**config.mk**
```make
export PLATFORM = sky130hd
export DESIGN_NAME = bcd_modulo_counter
export DESIGN_NICKNAME = d
export VERILOG_FILES = /design/src/rtl/seg7_pkg.sv /design/src/rtl/bcd_to_seg7.sv /design/src/rtl/bcd_modulo_counter.sv
export SDC_FILE = /design/constraint.sdc
export NUM_CORES = 1
export LEC_CHECK = 0
export ABC_CLOCK_PERIOD_IN_PS = 3100
export BUFFER_PORTS_ARGS = -buffer_cell sky130_fd_sc_hd__buf_4
export CORE_UTILIZATION = 58
export CTS_CLUSTER_SIZE = 30
export DETAILED_ROUTE_END_ITERATION = 10
export PLACE_DENSITY = 0.8
export SYNTH_ARGS = -nofsm -noshare
export SYNTH_HDL_FRONTEND = slang
export SYNTH_SLANG_ARGS = --single-unit
```
**constraint.sdc**
```tcl
create_clock -name clock -period 3.1 [get_ports clock]
set_clock_uncertainty 0.15 [all_clocks]
set_input_delay 0.465 -clock clock [delete_from_list [all_inputs] [get_ports clock]]
set_output_delay 0.465 -clock clock [all_outputs]
set_load 0.05 [all_outputs]
```
**src/rtl/seg7_pkg.sv**
```systemverilog
// Seven-segment codes shared by the decoder and the counter.
// Codes are active-low, bit order gfedcba (bit 0 = segment a).
package seg7_pkg;

  typedef logic [6:0] seg7_t;

  localparam seg7_t SEG7_BLANK = 7'b1111111;

  localparam seg7_t SEG7_DIGIT [0:9] = '{
    7'b1000000,  // 0
    7'b1111001,  // 1
    7'b0100100,  // 2
    7'b0110000,  // 3
    7'b0011001,  // 4
    7'b0010010,  // 5
    7'b0000010,  // 6
    7'b1111000,  // 7
    7'b0000000,  // 8
    7'b0010000   // 9
  };

endpackage

```
**src/rtl/bcd_to_seg7.sv**
```systemverilog
// Single-digit BCD to active-low seven-segment decoder, purely combinational.
// Non-decimal BCD codes (10..15) show as blank.
module bcd_to_seg7
  import seg7_pkg::*;
(
  input  logic [3:0] bcd,
  input  logic       blank,
  output seg7_t      seg
);

  // Look up the segment pattern, forcing blank when requested.
  always_comb begin
    seg = SEG7_BLANK;
    if (!blank) begin
      case (bcd)
        4'd0:    seg = SEG7_DIGIT[0];
        4'd1:    seg = SEG7_DIGIT[1];
        4'd2:    seg = SEG7_DIGIT[2];
        4'd3:    seg = SEG7_DIGIT[3];
        4'd4:    seg = SEG7_DIGIT[4];
        4'd5:    seg = SEG7_DIGIT[5];
        4'd6:    seg = SEG7_DIGIT[6];
        4'd7:    seg = SEG7_DIGIT[7];
        4'd8:    seg = SEG7_DIGIT[8];
        4'd9:    seg = SEG7_DIGIT[9];
        default: seg = SEG7_BLANK;
      endcase
    end
  end

endmodule

```
**src/rtl/bcd_modulo_counter.sv**
```systemverilog
// Modulo-N up/down counter stage for timekeeping chains. Keeps a binary count
// and a BCD copy in lockstep, drives active-low seven-segment digits one cycle
// behind the count, and pulses carry_out on wrap/borrow for the next stage.
module bcd_modulo_counter
  import seg7_pkg::*;
#(
  parameter int   MODULO     = 60,
  parameter int   DIGITS     = 2,
  parameter bit   BLANK_LEAD = 1'b0,
  localparam int  W          = $clog2(MODULO)
) (
  input  logic                  clock,
  input  logic                  reset_n,
  input  logic                  tick_in,
  input  logic                  clear,
  input  logic                  hold,
  input  logic                  down,
  input  logic                  load,
  input  logic [W-1:0]          load_value,
  output logic [W-1:0]          count,
  output logic                  carry_out,
  output logic [7*DIGITS-1:0]   seg
);

  localparam int BW = 4 * DIGITS;
  localparam logic [W-1:0] TOP_V = W'(MODULO - 1);

  if (DIGITS < 1 || DIGITS > 4 || MODULO < 2 || MODULO > 10**DIGITS) begin : g_bad_params
    $error("bcd_modulo_counter: illegal MODULO/DIGITS combination");
  end

  // Binary to BCD by shift-add-3; callers guarantee the value fits in DIGITS.
  function automatic logic [BW-1:0] to_bcd(input logic [W-1:0] bin);
    logic [BW-1:0] r;
    r = '0;
    for (int i = W - 1; i >= 0; i--) begin
      for (int d = 0; d < DIGITS; d++) begin
        if (r[4*d +: 4] >= 4'd5) r[4*d +: 4] = r[4*d +: 4] + 4'd3;
      end
      r = {r[BW-2:0], bin[i]};
    end
    return r;
  endfunction

  function automatic logic [BW-1:0] bcd_inc(input logic [BW-1:0] v);
    logic [BW-1:0] r;
    logic          c;
    r = v;
    c = 1'b1;
    for (int d = 0; d < DIGITS; d++) begin
      if (c) begin
        if (r[4*d +: 4] == 4'd9) begin
          r[4*d +: 4] = 4'd0;
        end else begin
          r[4*d +: 4] = r[4*d +: 4] + 4'd1;
          c = 1'b0;
        end
      end
    end
    return r;
  endfunction

  function automatic logic [BW-1:0] bcd_dec(input logic [BW-1:0] v);
    logic [BW-1:0] r;
    logic          b;
    r = v;
    b = 1'b1;
    for (int d = 0; d < DIGITS; d++) begin
      if (b) begin
        if (r[4*d +: 4] == 4'd0) begin
          r[4*d +: 4] = 4'd9;
        end else begin
          r[4*d +: 4] = r[4*d +: 4] - 4'd1;
          b = 1'b0;
        end
      end
    end
    return r;
  endfunction

  function automatic logic [7*DIGITS-1:0] seg_reset_value();
    logic [7*DIGITS-1:0] r;
    for (int k = 0; k < DIGITS; k++) begin
      r[7*k +: 7] = (BLANK_LEAD && k > 0) ? SEG7_BLANK : SEG7_DIGIT[0];
    end
    return r;
  endfunction

  localparam logic [7*DIGITS-1:0] SEG_RST = seg_reset_value();

  logic [BW-1:0]       bcd;
  logic [W-1:0]        count_d;
  logic [BW-1:0]       bcd_d;
  logic                carry_d;
  logic [DIGITS-1:0]   blank;
  logic                upper_zero;
  logic [7*DIGITS-1:0] seg_d;

  // Next count/BCD/carry with priority clear > load > hold > tick.
  always_comb begin
    count_d = count;
    bcd_d   = bcd;
    carry_d = 1'b0;
    if (clear) begin
      count_d = '0;
      bcd_d   = '0;
    end else if (load) begin
      if (load_value <= TOP_V) begin
        count_d = load_value;
        bcd_d   = to_bcd(load_value);
      end
    end else if (hold) begin
      count_d = count;
    end else if (tick_in) begin
      if (!down) begin
        if (count == TOP_V) begin
          count_d = '0;
          bcd_d   = '0;
          carry_d = 1'b1;
        end else begin
          count_d = count + W'(1);
          bcd_d   = bcd_inc(bcd);
        end
      end else begin
        if (count == '0) begin
          count_d = TOP_V;
          bcd_d   = to_bcd(TOP_V);
          carry_d = 1'b1;
        end else begin
          count_d = count - W'(1);
          bcd_d   = bcd_dec(bcd);
        end
      end
    end
  end

  // A non-units digit blanks when it and every digit above it are zero.
  always_comb begin
    blank      = '0;
    upper_zero = 1'b1;
    for (int k = DIGITS - 1; k >= 1; k--) begin
      upper_zero = upper_zero && (bcd[4*k +: 4] == 4'd0);
      blank[k]   = BLANK_LEAD && upper_zero;
    end
  end

  for (genvar k = 0; k < DIGITS; k++) begin : g_digit
    bcd_to_seg7 u_dec (
      .bcd   (bcd[4*k +: 4]),
      .blank (blank[k]),
      .seg   (seg_d[7*k +: 7])
    );
  end

  // State and display registers; the display follows the BCD digits by one cycle.
  always_ff @(posedge clock or negedge reset_n) begin
    if (!reset_n) begin
      count     <= '0;
      bcd       <= '0;
      carry_out <= 1'b0;
      seg       <= SEG_RST;
    end else begin
      count     <= count_d;
      bcd       <= bcd_d;
      carry_out <= carry_d;
      seg       <= seg_d;
    end
  end

endmodule

```
**Word level (Yosys, flattened, before mapping)**

Memories as Yosys holds them, arrays and structs flattened. A register that Yosys moved wholly into a read port is not among the register bits.
Cells that the tools add are included.

- Multiplexer cells: 52
- Multiply operators: 0
- Magnitude comparators: 4
- Add/subtract/negate cells: 9
- Shift operators: 0
- Bitwise logic cells: 0
- Reductions and logical operators: 9
- Divide/modulo/power cells: 0
- Equality and inequality tests: 6

Operator list:

| kind | number |
|---|---|
| 8-bit two-way mux | 8 |
| 4-bit two-way mux | 15 |
| 6-bit two-way mux | 8 |
| 1-bit two-way mux | 21 |
| 4-bit by 1-bit adder with 4-bit output, second input constant | 2 |
| 4-bit by 2-bit adder with 4-bit output, second input constant | 2 |
| 4-bit equality test, second input constant | 2 |
| 4-bit by 3-bit greater-or-equal comparator with 1-bit output, second input constant | 2 |
| 4-bit logical NOT | 2 |
| 4-bit by 1-bit subtractor with 4-bit output, second input constant | 2 |
| 6-bit by 1-bit adder with 6-bit output, second input constant | 1 |
| 6-bit equality test, second input constant | 1 |
| 6-bit less-or-equal comparator, second input constant | 1 |
| 6-bit logical NOT | 1 |
| 3-bit by 2-bit != test with 1-bit output, second input constant | 2 |
| 6-bit by 1-bit subtractor with 6-bit output, second input constant | 1 |
| 5-bit by 2-bit != test with 1-bit output, second input constant | 1 |
| 5-bit AND reduction | 1 |
| 5-bit nonzero test | 1 |
| 3-bit by 2-bit adder with 4-bit output, second input constant | 1 |
| 3-bit greater-or-equal comparator, second input constant | 1 |
| 3-bit AND reduction | 1 |
| 3-bit nonzero test | 1 |
| 1-bit logical NOT | 2 |

- Input bits: 13
- Output and inout port bits: 21
- Memory bits (read-only): 224
- Register bits: 15
- Memories: 2
- Bits in latches: 0
- Memory bits (writable): 0

Memory list:

| memory | words | bits a word | rd ports | clocked after memory_dff | write ports | line | text |
|---|---|---|---|---|---|---|---|
| (no name shown) | 16 | 7 | 1 | 1 | 0 | bcd_to_seg7.sv:15 | `case (bcd)` |
| (no name shown) | 16 | 7 | 1 | 1 | 0 | bcd_to_seg7.sv:15 |  |

**Longest topological paths before layout**

- Depth in word-level cells: 15
- Depth in mapped cells: 12

**Modules after synthesis**

Synthesis repeated with hierarchy kept, for this count alone.

- Cells, all modules: 308
- Area total of the unflattened synthesis: 2608.8 um^2

Modules (own cells, without submodules):

| module | instances | seq. area each (um^2) | cells an instance | area each (um^2) |
|---|---|---|---|---|
| bcd_modulo_counter | 1 | 728.2 | 240 | 2119.5 |
| bcd_to_seg7 (g_digit[1].u_dec) | 1 | 0.0 | 35 | 252.7 |
| bcd_to_seg7 (g_digit[0].u_dec) | 1 | 0.0 | 33 | 236.5 |

**Least setup slack after synthesis**

OpenSTA, ideal clock, no wires.

- Path kind: input-to-reg
- Start: input load_value[4]
- End: register bcd[3]
- Stages: 12
- Path buffers: 0
- Library setup time: 0.087 ns
- Arrival time: 2.621 ns
- Setup slack: 0.242 ns
- Path through: inv_1 -> ha_1 -> nor2_1 -> o21ai_1 -> inv_1 -> ha_1 -> nand2b_1 -> or4b_4 -> and3_1 -> a21o_1 -> or4_1 -> o211ai_1

- Longest elaborated chain between the ends: 15

Ends and longest elaborated chain:

| element | line | text |
|---|---|---|
| start, declared | bcd_modulo_counter.sv:19 | `input logic [W-1:0] load_value,` |
| 3-bit by 2-bit adder with 4-bit output / 3-bit greater-or-equal comparator (equally long branches) | bcd_modulo_counter.sv:38 | `if (r[4*d +: 4] >= 4'd5) r[4*d +: 4] = r[4*d +: 4] + 4'd3;` |
| 4-bit two-way mux | bcd_modulo_counter.sv:38 |  |
| 4-bit two-way mux | bcd_modulo_counter.sv:108 | `if (load_value <= TOP_V) begin` |
| 4-bit two-way mux | bcd_modulo_counter.sv:107 | `end else if (load) begin` |
| 4-bit two-way mux | bcd_modulo_counter.sv:104 | `if (clear) begin` |
| 4-bit by 3-bit greater-or-equal comparator with 1-bit output / 4-bit by 2-bit adder with 4-bit output (equally long branches) | bcd_modulo_counter.sv:38 |  |
| 4-bit two-way mux | bcd_modulo_counter.sv:38 |  |
| 4-bit two-way mux | bcd_modulo_counter.sv:108 |  |
| 4-bit two-way mux | bcd_modulo_counter.sv:107 |  |
| 4-bit two-way mux | bcd_modulo_counter.sv:104 |  |
| 4-bit by 2-bit adder with 4-bit output / 4-bit by 3-bit greater-or-equal comparator with 1-bit output (equally long branches) | bcd_modulo_counter.sv:38 |  |
| 4-bit two-way mux | bcd_modulo_counter.sv:38 |  |
| 8-bit two-way mux | bcd_modulo_counter.sv:108 |  |
| 8-bit two-way mux | bcd_modulo_counter.sv:107 |  |
| 8-bit two-way mux | bcd_modulo_counter.sv:104 |  |
| end signal, assigned | bcd_modulo_counter.sv:159 | `bcd <= '0;` |
| end signal, assigned | bcd_modulo_counter.sv:164 | `bcd <= bcd_d;` |
| end, declared | bcd_modulo_counter.sv:91 | `logic [BW-1:0] bcd;` |

Parallel ways exist; a longest one is shown, timed or not. The select of a mux whose other input is x is not followed.
A chain may end at the register's enable or synchronous reset.

**Worst setup path in the final report**

Ends and elaborated chain as after synthesis.

==> impl.org <==
** Outcome
- Status :: complete, no violations

** Setup path
- The setup path with the least slack is of type input port to flip-flop.
- Tracing the worst setup path back leads to its startpoint at load_value[4].
- In this run the worst path has a maximum fanout of 6.
- The worst register-to-register path begins at bcd[0].
- Endpoint kind of the worst setup timing path :: flip-flop
- Launching element type of the critical path :: input port
- For the worst setup path, the data arrival time is 2.93 ns.
- Across all register-to-register paths, the minimum setup slack is between 0.3 and 0.4 ns.
- Required time at the endpoint of the critical path :: about 3.1 ns
- The worst register-to-register path ends at bcd[7].
- Critical path destination :: bcd[3]
- Cell count of the worst reg-to-reg path :: 7

** Clock network
- CTS Root Buffer Type :: sky130_fd_sc_hd__clkbuf_8
- Number of buffers created by CTS :: 5
- The clock drives 29 sinks.
- CTS tree :: built
- Once the clock tree was built, the resizer swapped 0 gates to a different size.
- At the later pin of the worst-skew pair, clock insertion delay measures 0.29 ns.
- After clock tree synthesis, the clock-pin slew on the worst setup and hold paths is 0.07 ns.
- Number of buffers on the longest clock path :: 2
- Deepest level of the CTS H-tree :: 2
- The number of setup buffers added after CTS is 0.

** Drt
- Pre-Repair DR Iteration Count :: 5
- Average wire per cell in the routed design :: 16.22 um
- Using the TritonRoute via totals, the vias-per-cell ratio works out to 6.306.
- In this run, the number of DRC markers left after iteration 0 of detailed routing was 278.
- Overall via count from detail_route :: 2,308
- In this run the remaining antenna-violating nets after routing total 0.
- After detailed routing, the total wire length is 5937 um.
- Residual DRC count :: 0

** Cells and area
- Post-layout instance area :: between 2000 and 3000 um^2
- Footprint of the multi-input gates :: 1481 um^2
- 0 antenna diodes ended up in the layout.
- Of the cells placed in the final design, the portion with a size suffix greater than 1 is 0.1981.
- Filler Cell Count :: 318
- The final layout contains 347 nets.
- Compared with the post-synthesis result, the final layout area differs by 16.59%.
- Once layout is complete, the cells apart from fillers number 366.
- Across the whole layout, storage elements account for 728.2 um^2.
- Once layout is complete, the utilization of the core stands at 0.7230.

** Synth
- Post-Synthesis Net Count :: ~310
- Netlist Area Pre-Place :: around 2300 um^2
- After synthesis, the cell types taking the most area are sky130_fd_sc_hd__dfrtp_1, sky130_fd_sc_hd__ha_1, sky130_fd_sc_hd__nor2_1.
- Each instance of the synthesized netlist takes up on average 8.234 um^2.
- The share of the Yosys chip area taken by registers is 0.3114.
- Counting flops and latches in the post-synthesis netlist gives 29.
- Number of standard cells after synthesis :: 284
- Most area-hungry cell type in the Yosys netlist :: sky130_fd_sc_hd__dfrtp_1
- Counting distinct cell types in the post-synthesis netlist gives 62.
- Area share of the largest cell type after synthesis :: 0.2889
- For this run, the number of Yosys warnings is 0.
- Most frequently used flop master after synthesis :: sky130_fd_sc_hd__dfrtp_1
- After synthesis, the share of flip-flops with an asynchronous set or reset is 1.000.
- Most instantiated cells after synthesis :: sky130_fd_sc_hd__nor2_1, sky130_fd_sc_hd__dfrtp_1, sky130_fd_sc_hd__nand2_1
- EDFF count, synth :: 0
- Count leader, synth :: sky130_fd_sc_hd__nor2_1

** STA
- Setup violations remaining at the end of the flow were counted as 0.
- The total count of max-transition violations in the final report was 0.
- The hold violation count in the final report was 0.
- Setup repair after global routing left no endpoint under its margin.
- Max Freq :: 346.7 MHz
- Share of the clock period used by the worst path after layout :: 0.9305
- Max-slew headroom at the worst pin :: 0.5814
- At the pin with the least slew margin, the transition time is 0.6256 ns.
- Final critical path time including I/O delays and setup :: 2.884 ns
- Once routing completed, OpenROAD measured the worst setup slack at 0.2156 ns.

** Power and ir drop
- The design draws between 1.5 and 2 mW.
- Largest vdd supply drop :: 576.1 uV
- Summed over all cells, the static leakage comes to between 1 and 1.5 nW.
- In this run the power density over the cells is roughly 630 nW/um^2.

** Place
- Summed over all nets, the half-perimeter wirelength after detailed placement is 4217 um.
- The count of buffers added on input and output ports is 33.
- Placed Area :: 2630 um^2
- At the placement stage, the worst setup path has a slack of -0.02355 ns.
- Counting tap cells, the placed design contains a total of 357 instances.
- The congestion estimate from routability-driven global placement came to 0.8887.

** Floorplanning
- The floorplan step defined a core boundary enclosing between 3000 and 4000 um^2.
- Starting density of the core :: 0.6201
- Pin placement for this block handled 34 I/O pins.
- Height of the die :: between 60 and 70 um
- Horizontal die dimension :: 65.50 um
- After floorplanning, the core was divided into 22 placement rows.
- The floorplan step defined a die boundary enclosing 4290 um^2.

** GRT
- Pin count of the biggest net entering global routing :: 30
- Via count of the first global-routing pass :: 2,220
- The number of antenna violations at the first check in global routing was 0.
- GR Overflow Total :: 0
- Global-route wire length before repair :: 10,450 um
- Global router's overall resource usage :: 0.3192

** Min path
- The worst hold path was traced through 2 stages.
- The worst hold path belongs to the class input port to flip-flop.

** Job
- Max-capacitance violation count :: 0
[worst max-delay path: stages]
cell and delay (ns):
sky130_fd_sc_hd__buf_4 0.13, sky130_fd_sc_hd__inv_1 0.09, sky130_fd_sc_hd__ha_1 0.17, sky130_fd_sc_hd__nor2_1 0.05, sky130_fd_sc_hd__o21ai_1 0.17, sky130_fd_sc_hd__inv_1 0.11, sky130_fd_sc_hd__ha_1 0.22, sky130_fd_sc_hd__nand2b_1 0.10
sky130_fd_sc_hd__or4b_4 0.49, sky130_fd_sc_hd__and3_1 0.22, sky130_fd_sc_hd__a21o_1 0.18, sky130_fd_sc_hd__or4_1 0.41, sky130_fd_sc_hd__o211ai_1 0.11
[where the power goes]
group	internal, mW	switching [mW]
combinational	0.294	0.559
sequential	0.470	0.0743
clock	0.155	0.160
[per-layer routing]
| layer | part of all wire | vias to the layer above | track usage |
|---|---|---|---|
| met5 | 0 | - | 0 |
| met4 | 0.014 | 0 | 0.1114 |
| met3 | 0.066 | 9 | 0.07639 |
| met2 | 0.47 | 100 | 0.5090 |
| met1 | 0.45 | 1097 | 0.4194 |
| li1 | - | 1102 | - |
[what timing repair did]
| item | in CTS | in global routing |
|---|---|---|
| hold buffers | 1 | 0 |
| setup endpoints to repair | 0 | 0 |
| endpoints found under the hold margin | 27 | 0 |
[placed cells by master (no fill, tap or decap), drive strengths merged, types with 3 or more instances in the layout]
cell / n
buf: 40
nor2: 35
dfrtp: 27
nand2: 23
a21oi: 21
o21ai: 18
ha: 17
inv: 15
nor3: 10
a31oi: 8
nand2b: 6
and3: 5
clkbuf: 5
a221oi: 5
xor2: 4
xnor2: 4
nand3: 4
a21o: 4
a22o: 4
o211ai: 4
nand4: 3
nor2b: 3
a311oi: 3
clkinv: 3
[stage by stage]
stage | TNS (ns) | hold WS [ns]
3_5_place_dp | -0.02671 | 0.2580
4_1_cts | 0 | 0.2663
6_report | 0 | 0.2665
3_3_place_gp | 0 | 0.2533
2_1_floorplan | 0 | 0.01941
5_1_grt | 0 | 0.2619
[state kept, by name, indices dropped and copies added, names as in the netlist]
register,cells
seg,14
bcd,8
count,6
carry_out,1
[area by class of cell]
class / instances / share of cell area
clock buffer: 5 / 0.02524
clock inverter: 3 / 0.006425
inverter: 16 / 0.02203
multi-input combinational: 224 / 0.5434
sequential: 29 / 0.2671
tap: 48 / 0.02203
timing repair buffer: 41 / 0.1138
[how the worst min path moves through the flow]
stage / from / end / slack [ns]
6_report: load_value[1] / bcd[1] / 0.27
3_5_place_dp: reset_n / count[3] / 0.26
2_1_floorplan: reset_n / bcd[0] / 0.02
4_1_cts: load_value[1] / bcd[1] / 0.27
5_1_grt: load_value[1] / bcd[1] / 0.26
3_3_place_gp: reset_n / count[3] / 0.25
[logic make-up after synthesis]
family | share of synthesized area
AO/OA/AOI/OAI | 0.2707
XOR/XNOR | 0.02996
adder cells (fa/ha/maj) | 0.09096
flip-flops | 0.3114
buffers and inverters | 0.05511
AND/OR/NAND/NOR | 0.2237
multiplexers | 0.01819
Power figures use the tool's default switching activity.
